==> config.mk <==
export PLATFORM = sky130hd
export DESIGN_NAME = edge_bitmap_packer
export DESIGN_NICKNAME = d
export VERILOG_FILES = /design/src/rtl/edge_bitmap_packer.sv
export SDC_FILE = /design/constraint.sdc
export NUM_CORES = 1
export LEC_CHECK = 0
export ABC_AREA = 1
export CORE_UTILIZATION = 45
export CTS_BUF_LIST = sky130_fd_sc_hd__clkbuf_8
export CTS_CLUSTER_DIAMETER = 40
export DETAILED_ROUTE_END_ITERATION = 16
export GPL_TIMING_DRIVEN = 0
export PLACE_DENSITY_LB_ADDON = 0.15
export SETUP_SLACK_MARGIN = 0.5
export SYNTH_ARGS = -nofsm -noshare
export SYNTH_HDL_FRONTEND = slang
export SYNTH_SLANG_ARGS = --single-unit
==> constraint.sdc <==
create_clock -name clk -period 6.2 [get_ports clk]
set_input_delay 0.93 -clock clk [delete_from_list [all_inputs] [get_ports clk]]
set_output_delay 0.93 -clock clk [all_outputs]
set_load 0.02 [all_outputs]
==> src/rtl/edge_bitmap_packer.sv <==
// Thresholds one frame of edge pixels to 1 bit each, packs 8 per byte (MSB = leftmost, lines
// never share a byte) and queues the bytes in a first-word-fall-through FIFO for a valid/ready sink.
module edge_bitmap_packer #(
   parameter int WIDTH      = 8,
   parameter int H_RES      = 170,
   parameter int V_RES      = 240,
   parameter int EDGE_TH    = 128,
   parameter int FIFO_DEPTH = 16
) (
   input  logic             clk,
   input  logic             rstn,
   input  logic             i_start,
   input  logic             i_de,
   input  logic [WIDTH-1:0] i_data,
   output logic [7:0]       o_tx_data,
   output logic             o_tx_valid,
   input  logic             i_tx_ready,
   output logic             o_busy,
   output logic             o_frame_done,
   output logic             o_overflow
);

   localparam int AW    = (FIFO_DEPTH > 1) ? $clog2(FIFO_DEPTH) : 1;
   localparam int CW    = AW + 1;
   localparam int COL_W = (H_RES > 1) ? $clog2(H_RES) : 1;
   localparam int ROW_W = (V_RES > 1) ? $clog2(V_RES) : 1;
   localparam logic [COL_W-1:0] COL_LAST = COL_W'(H_RES - 1);
   localparam logic [ROW_W-1:0] ROW_LAST = ROW_W'(V_RES - 1);
   localparam logic [WIDTH-1:0] TH       = WIDTH'(EDGE_TH);
   localparam logic [CW-1:0]    FULL_CNT = CW'(FIFO_DEPTH);

   typedef enum logic [1:0] {IDLE, ARMED, CAPTURE, DRAIN} state_t;

   state_t           state_reg, state_next;
   logic [COL_W-1:0] col_reg;
   logic [ROW_W-1:0] row_reg;
   logic [6:0]       sr_reg;
   logic [2:0]       bit_cnt_reg;
   logic [AW-1:0]    wr_ptr_reg, rd_ptr_reg;
   logic [CW-1:0]    count_reg;
   logic             overflow_reg, frame_done_reg;
   logic [7:0]       mem [FIFO_DEPTH];

   logic       start_ok, sample, pix_bit, col_last, frame_last, byte_done;
   logic       fifo_empty, pop, push_ok, drop;
   logic [7:0] packed_byte;

   always_comb begin
      start_ok    = (state_reg == IDLE) && i_start;
      sample      = i_de && ((state_reg == ARMED) || (state_reg == CAPTURE));
      pix_bit     = (i_data >= TH);
      col_last    = (col_reg == COL_LAST);
      frame_last  = sample && col_last && (row_reg == ROW_LAST);
      byte_done   = sample && ((bit_cnt_reg == 3'd7) || col_last);
      // A short byte holds bit_cnt+1 bits in its low end; shift them up to the MSB.
      packed_byte = 8'({sr_reg, pix_bit} << (3'd7 - bit_cnt_reg));
      fifo_empty  = (count_reg == '0);
      pop         = !fifo_empty && i_tx_ready;
      push_ok     = byte_done && ((count_reg != FULL_CNT) || pop);
      drop        = byte_done && !push_ok;
   end

   // FSM: state register
   always_ff @(posedge clk or negedge rstn) begin
      if (!rstn) begin
         state_reg      <= IDLE;
         frame_done_reg <= 1'b0;
      end else begin
         state_reg      <= state_next;
         frame_done_reg <= (state_reg == DRAIN) && (state_next == IDLE);
      end
   end

   // FSM: next state
   always_comb begin
      state_next = state_reg;
      case (state_reg)
         IDLE:    if (i_start) state_next = ARMED;
         ARMED:   if (sample) state_next = frame_last ? DRAIN : CAPTURE;
         CAPTURE: if (frame_last) state_next = DRAIN;
         DRAIN:   if (fifo_empty) state_next = IDLE;
         default: state_next = IDLE;
      endcase
   end

   // FSM: outputs
   always_comb begin
      o_busy       = (state_reg != IDLE);
      o_frame_done = frame_done_reg;
      o_overflow   = overflow_reg;
      o_tx_valid   = !fifo_empty;
      o_tx_data    = fifo_empty ? 8'h00 : mem[rd_ptr_reg];
   end

   always_ff @(posedge clk or negedge rstn) begin
      if (!rstn) begin
         col_reg      <= '0;
         row_reg      <= '0;
         sr_reg       <= '0;
         bit_cnt_reg  <= '0;
         overflow_reg <= 1'b0;
      end else begin
         if (start_ok) begin
            col_reg     <= '0;
            row_reg     <= '0;
            sr_reg      <= '0;
            bit_cnt_reg <= '0;
         end else if (sample) begin
            if (col_last) begin
               col_reg <= '0;
               row_reg <= (row_reg == ROW_LAST) ? '0 : row_reg + ROW_W'(1);
            end else begin
               col_reg <= col_reg + COL_W'(1);
            end
            if (byte_done) begin
               sr_reg      <= '0;
               bit_cnt_reg <= '0;
            end else begin
               sr_reg      <= {sr_reg[5:0], pix_bit};
               bit_cnt_reg <= bit_cnt_reg + 3'd1;
            end
         end
         if (start_ok)
            overflow_reg <= 1'b0;
         else if (drop)
            overflow_reg <= 1'b1;
      end
   end

   // When full, a same-edge pop frees the slot the write lands in (wr_ptr == rd_ptr).
   always_ff @(posedge clk or negedge rstn) begin
      if (!rstn) begin
         wr_ptr_reg <= '0;
         rd_ptr_reg <= '0;
         count_reg  <= '0;
      end else begin
         if (push_ok) wr_ptr_reg <= wr_ptr_reg + AW'(1);
         if (pop)     rd_ptr_reg <= rd_ptr_reg + AW'(1);
         case ({push_ok, pop})
            2'b10:   count_reg <= count_reg + CW'(1);
            2'b01:   count_reg <= count_reg - CW'(1);
            default: count_reg <= count_reg;
         endcase
      end
   end

   always_ff @(posedge clk) begin
      if (push_ok) mem[wr_ptr_reg] <= packed_byte;
   end

endmodule
==> results.py, run 1 <==
metrics = {
    "detailed_routing": {
        "vias_per_cell": 5.32,
        "detail-route-antenna-nets": 0,
        "drtIter0Drc": 375,
        "wl_per_cell_um": 17.3,
        "drc": 0,
        "num_vias": 5422,
        "wl_mm": 17.7,
        "dr.pass1.iters": 5,
    },
    "timing": {
        "rsz0062_at_grt": "false",
        "finClkSkew_ns": 0.0108,
        "finalMaxSlewViolations": 0,
        "timing.final.crit_share_pct": 59.3,
        "setup_viol_count_final": 0,
        "fmax_mhz": 272,
        "tightest_slew_ns": 1.33,
        "finalHoldViolations": 0,
        "period_needed_ns": 3.68,
        "slew_headroom_pct": 10.9,
        "fin_setup_tns_ns": 0,
    },
    "global_route": {
        "grt.total_usage_pct": 21.4,
        "antenna_found_initial": 0,
        "overflow": 0,
        "grt_pass1_vias": 5383,
        "grt_start_max_net_pins": 39,
        "grt_pass1_wl_mm": 28.5,
    },
    "critical_path": {
        "slowest_stage": "clkdlybuf4s50_1",
        "crit_family": "buffers and inverters",
        "cp.buffers_inverters": 3,
        "worstSetupPathType": "flop to output pin",
        "cp-end-kind": "output pin",
        "worstPathArrival_ns": 2.75,
        "required_ns": 5.27,
        "startpoint_type": "flop",
        "cpMostUsedCell": "nand3_1",
        "cp_max_fo": 10,
        "cp_cell_sequence": "inv_2 -> clkbuf_1 -> nand2_1 -> nand3_1 -> nand3_1 -> a21oi_1 -> o21a_1 -> clkdlybuf4s50_1",
        "cpPeakStageDelay_ns": 0.60,
    },
    "synth": {
        "synth_seq_cells": 171,
        "yosys_most_used_dff": "edfxtp_1",
        "synth.net_count": 776,
        "synth_top_area_cell": "edfxtp_1",
        "synth_common_cells": "nand2_1 (200), edfxtp_1 (128), nand3_1 (111), dfrtp_1 (43), inv_1 (42)",
        "syn_area_per_cell_sq_um": 10.5,
        "yosysSeqAreaShare_pct": 63.0,
        "yosysWarnings": 0,
        "synth-async-reset-ratio_pct": 25.1,
        "synth_top_cells_by_area": "edfxtp_1 (49%), dfrtp_1 (14%), nand2_1 (9.6%)",
        "syn_area_sq_mm": 0.00781,
        "synth_cell_type_count": 38,
        "synth_most_common_cell": "nand2_1",
        "synth.top_cell.area_share_pct": 49.2,
        "synth_edf_count": 128,
        "postSynthCellCount": 744,
    },
    "outcome": {
        "outcome": "finished clean",
    },
    "clock_network": {
        "post-cts-setup-buffer-count": 0,
        "cts_tree": "yes",
        "cts-resized-gates": 0,
        "cts_buffers": 17,
        "clock_latency_ns": 0.46,
        "cts_sinks": 171,
        "cts-root-buf": "clkbuf_8",
        "htree_levels": 4,
        "cts_hold_buf": 0,
        "clk_pin_slew_worst_paths_ns": 0.09,
        "cts_buffer_depth": 2,
    },
    "floorplan": {
        "start_util_pct": 46.6,
        "coreArea_sq_mm": 0.0168,
        "fp.dieH_um": 134,
        "die_area_sq_mm": 0.0179,
        "core.rowCount": 47,
        "io_pins": 25,
        "fp.dieW_um": 134,
    },
    "final_layout": {
        "layout-drive-gt1-share_pct": 11.4,
        "syn_to_final_growth_pct": 11.5,
        "largest_reg_flops": 128,
        "final_nets": 819,
        "final_cells": 1020,
        "antennaDiodeCount": 0,
        "fill_cells": 1484,
    },
    "pwr": {
        "worst_ir_drop_vdd_v": 0.000180,
        "p_leak_uw": 0.00345,
        "powerDensity_mw_per_mm2": 442,
    },
    "min_path": {
        "hold_class": "primary input to async pin",
    },
    "place": {
        "place_inst": 986,
        "placement.io_buffers": 17,
        "gp_congestion": 0.827,
        "dpl.hpwl_mm": 12.4,
    },
    "flow_run": {
        "maxCapViolCount": 0,
    },
}
metal layers:
metal	track usage (%)	share of wire (%)	vias to the layer above
met5	0	0	-
met4	8.33	1.8	0
met3	3.73	4.7	20
met2	35.8	50	141
met1	27.7	44	2624
li1	-	-	2637
worst paths after layout:
kind	startpoint	to	slack, ns	depth (start not counted)
setup reg to reg	state_reg[0]$_DFF_PN0_	mem[7][5]$_DFFE_PP_	3.39	10
hold / removal	rstn	count_reg[0]$_DFFE_PN0P_	0.29	1
max in group asynchronous	rstn	sr_reg[1]$_DFFE_PN0P_	5.46	2
hold reg to reg	count_reg[4]$_DFFE_PN0P_	count_reg[4]$_DFFE_PN0P_	0.48	2
setup / recovery	rd_ptr_reg[0]$_DFFE_PN0P_	o_tx_data[0]	2.52	8
min in group clk	count_reg[4]$_DFFE_PN0P_	count_reg[4]$_DFFE_PN0P_	0.48	2
report_power, final:
group / switching (uW) / internal (uW)
combinational: 1080 / 579
sequential: 78.7 / 1380
clock: 411 / 329
worst register-to-register path, cell delays in order, from the launching register on:
cell,delay [ns]
dfrtp_1,0.45
inv_1,0.11
ha_1,0.29
nand2_1,0.10
inv_1,0.19
nand2_1,0.17
nand2_4,0.13
nand2_4,0.06
inv_4,0.10
nand2_4,0.10
nor2_1,0.73
cell usage in the layout, fill, tap and decap left out, types with 3 or more instances in the layout:
cell type        count
o21a_1               9
o21ai_0             20
dfrtp_1             43
nand3_2              3
nand3_1            111
ha_1                18
inv_6                4
nor3_1               4
clkinv_1             5
xor2_1              10
edfxtp_1           128
nand4_1              5
o21ai_1              3
a21oi_1             30
a31oi_1              3
nand2_1            200
buf_2               15
clkdlybuf4s50_1     16
inv_1               44
clkbuf_8            18
nand2_4              3
buf_6                6
clkbuf_1             5
clkinvlp_4           3
nor2_1              34
o22ai_1             11
nand2_2             10
inv_2                4
buf_4               11
nor3_2               3
kinds of logic (layout without fill, tap and decap cells):
| kind of cell | Yosys count | in the layout | share of synthesized area (%) |
|---|---|---|---|
| AND/OR/NAND/NOR | 379 | 379 | 21.7 |
| flip-flops | 171 | 171 | 63.0 |
| buffers and inverters | 82 | 138 | 4.82 |
| AO/OA/AOI/OAI | 80 | 80 | 5.77 |
| adder cells (fa/ha/maj) | 19 | 19 | 3.14 |
| XOR/XNOR | 11 | 11 | 1.33 |
| multiplexers | 2 | 2 | 0.256 |
cell type report:
cell class	instances	area, sq um	share of cell area [%]
clock buffer	18	248	2.85
buffer	31	183	2.10
tap	220	275	3.16
clock inverter	14	121	1.39
timing repair buffer	24	245	2.82
sequential	171	4920	56.5
multi-input combinational	491	2520	29.0
inverter	51	194	2.23
per-stage QoR:
step | hold slack [ns] | setup slack [ns] | utilization (%) | total power [uW] | cell area (sq um)
4_1_cts | 0.266 | 2.51 | 51.8 | 3860 | 8690
5_1_grt | 0.275 | 2.36 | 52.0 | 4100 | 8710
3_3_place_gp | 0.471 | 2.14 | 49.3 | 3070 | 8260
3_5_place_dp | 0.473 | 2.78 | 49.6 | 3130 | 8320
6_report | 0.291 | 2.52 | 52.0 | 3850 | 8710
2_1_floorplan | 0.441 | 3.84 | - | 2550 | 7810
Note: power is estimated with default switching activity, not from simulation.
==> run 2, diff against run 1 <==
==> constraint.sdc (replaced) <==
create_clock -name clk -period 3.5 [get_ports clk]
set_input_delay 0.525 -clock clk [delete_from_list [all_inputs] [get_ports clk]]
set_output_delay 0.525 -clock clk [all_outputs]
set_load 0.02 [all_outputs]
==> results.py, run 2 (synthesis results as in run 1) <==
metrics = {
    "outcome": {
        "outcome": "finished clean",
    },
    "global_route": {
        "grt_pass1_vias": 5396,
        "antenna_found_initial": 0,
        "grt_pass1_wl_mm": 28.5,
        "overflow": 0,
        "grt_start_max_net_pins": 39,
        "grt.total_usage_pct": 21.4,
    },
    "timing": {
        "tightest_slew_ns": 1.32,
        "finClkSkew_ns": 0.0121,
        "finalMaxSlewViolations": 0,
        "fmax_mhz": 351,
        "setup_viol_count_final": 0,
        "timing.final.crit_share_pct": 81.3,
        "slew_headroom_pct": 11.4,
        "rsz0062_at_grt": "false",
        "period_needed_ns": 2.85,
        "finalHoldViolations": 0,
        "fin_setup_tns_ns": 0,
    },
    "floorplan": {
        "coreArea_sq_mm": 0.0168,
        "io_pins": 25,
        "die_area_sq_mm": 0.0179,
        "start_util_pct": 46.6,
        "fp.dieH_um": 134,
        "fp.dieW_um": 134,
        "core.rowCount": 47,
    },
    "critical_path": {
        "cpPeakStageDelay_ns": 0.44,
        "cp.buffers_inverters": 4,
        "cp-end-kind": "output pin",
        "crit_family": "buffers and inverters",
        "startpoint": "rd_ptr_reg[0]$_DFFE_PN0P_",
        "cp_max_fo": 10,
        "slowest_stage": "dfrtp_1",
        "endpoint": "o_tx_data[7]",
        "reg2reg_to": "mem[15][7]$_DFFE_PP_",
        "r2r_slack_ns": 0.77,
        "r2r_start": "state_reg[0]$_DFF_PN0_",
        "worstPathArrival_ns": 2.32,
        "startpoint_type": "flop",
        "required_ns": 2.97,
        "worstSetupPathType": "flop to output pin",
        "cp_cell_sequence": "inv_2 -> buf_4 -> buf_4 -> nand2_1 -> nand3_1 -> nand3_1 -> a21oi_1 -> o21a_1 -> dlygate4sd2_1",
        "worstRegToRegCells": 10,
        "critical_path_depth": 9,
    },
    "clock_network": {
        "clock_latency_ns": 0.46,
        "cts_sinks": 171,
        "cts-root-buf": "clkbuf_8",
        "cts_tree": "yes",
        "htree_levels": 4,
        "cts_buffer_depth": 2,
        "cts_buffers": 17,
        "clk_pin_slew_worst_paths_ns": 0.09,
    },
    "flow_run": {
        "maxCapViolCount": 0,
    },
    "place": {
        "gp_congestion": 0.827,
        "placed_area_sq_mm": 0.00832,
        "placement.io_buffers": 17,
        "dpl.hpwl_mm": 12.4,
        "place_inst": 986,
    },
    "detailed_routing": {
        "wl_mm": 17.8,
        "vias_per_cell": 5.33,
        "wl_per_cell_um": 17.4,
        "dr.pass1.iters": 5,
        "num_vias": 5447,
        "drc": 0,
        "detail-route-antenna-nets": 0,
        "drtIter0Drc": 398,
    },
    "pwr": {
        "powerDensity_mw_per_mm2": 780,
        "p_leak_uw": 0.00350,
        "worst_ir_drop_vdd_v": 0.000321,
    },
    "final_layout": {
        "layout-drive-gt1-share_pct": 13.1,
        "antennaDiodeCount": 0,
        "final_common_cell": "nand2_1",
        "post-route-util_pct": 52.3,
        "design_area_sq_mm": 0.00876,
        "seq_area_sq_mm": 0.00492,
        "mostFrequentLayoutCells": "nand2_1 (200), edfxtp_1 (128), nand3_1 (111)",
        "fill_cells": 1488,
        "multi_input_comb_area_sq_mm": 0.00255,
        "largest_reg_flops": 128,
        "final_nets": 820,
        "syn_to_final_growth_pct": 12.1,
        "final_cells": 1021,
    },
    "min_path": {
        "hold_class": "primary input to async pin",
    },
}
[run 2: cell types whose count changed in the layout (fill, tap and decap cells not counted), sizes merged]
cell / previous run / this run
clkdlybuf4s50: 16 / 8
dlygate4sd2: 0 / 8
dlygate4sd3: 0 / 1
[run 2: through the flow]
| step | worst slack, ns | hold WS (ns) | power (uW) |
|---|---|---|---|
| after floorplan | 1.33 | 0.229 | 4520 |
| after CTS | 0.648 | 0.394 | 6830 |
| after global routing | 0.517 | 0.424 | 7260 |
| after detailed placement | 0.488 | 0.370 | 5540 |
| final | 0.654 | 0.420 | 6830 |
| after global placement | -0.153 | 0.471 | 5440 |
[run 2: layout make-up]
cell class	count	area share, %
multi-input combinational	491	29.1
sequential	171	56.2
buffer	31	2.37
clock buffer	18	2.83
inverter	51	2.23
clock inverter	14	1.39
tap	220	3.14
timing repair buffer	25	2.80
[run 2: worst register-to-register path, delay by kind of cell (launching register included)]
family	cells	cell delay (ns)
adders and majority gates	1	0.29
buffers and inverters	3	0.40
DFF	1	0.45
and+or+nand+nor	6	1.20
[run 2: how the worst min path moves through the flow]
| stage | to | start | slack (ns) |
|---|---|---|---|
| floorplan | bit_cnt_reg[0]$_DFFE_PN0P_ | rstn | 0.23 |
| detailed placement | count_reg[0]$_DFFE_PN0P_ | rstn | 0.37 |
| global placement | count_reg[4]$_DFFE_PN0P_ | count_reg[4]$_DFFE_PN0P_ | 0.47 |
| CTS | count_reg[0]$_DFFE_PN0P_ | rstn | 0.39 |
| finish | count_reg[0]$_DFFE_PN0P_ | rstn | 0.42 |
| global route | count_reg[3]$_DFFE_PN0P_ | rstn | 0.42 |
[run 2: timing repair]
action / CTS / global route
hold buffers: 1 / 0
cloned: 0 / 0
gates resized for setup: 27 / 3
endpoints found under the setup margin: 8 / 24
buffers inserted: 0 / 0
endpoints found under the hold margin: 5 / 0
[run 2: per-layer routing]
metal | track usage (%) | share of wire (%)
met5 | 0 | 0
met4 | 8.40 | 1.8
met3 | 4.15 | 4.9
met2 | 35.8 | 50
met1 | 27.5 | 44
[run 2: where the power goes]
group          internal, uW  switching (uW)  total (uW)
clock                   583             730        1310
combinational          1000            1930        2930
sequential             2440             140        2580
total                  4030            2800        6830
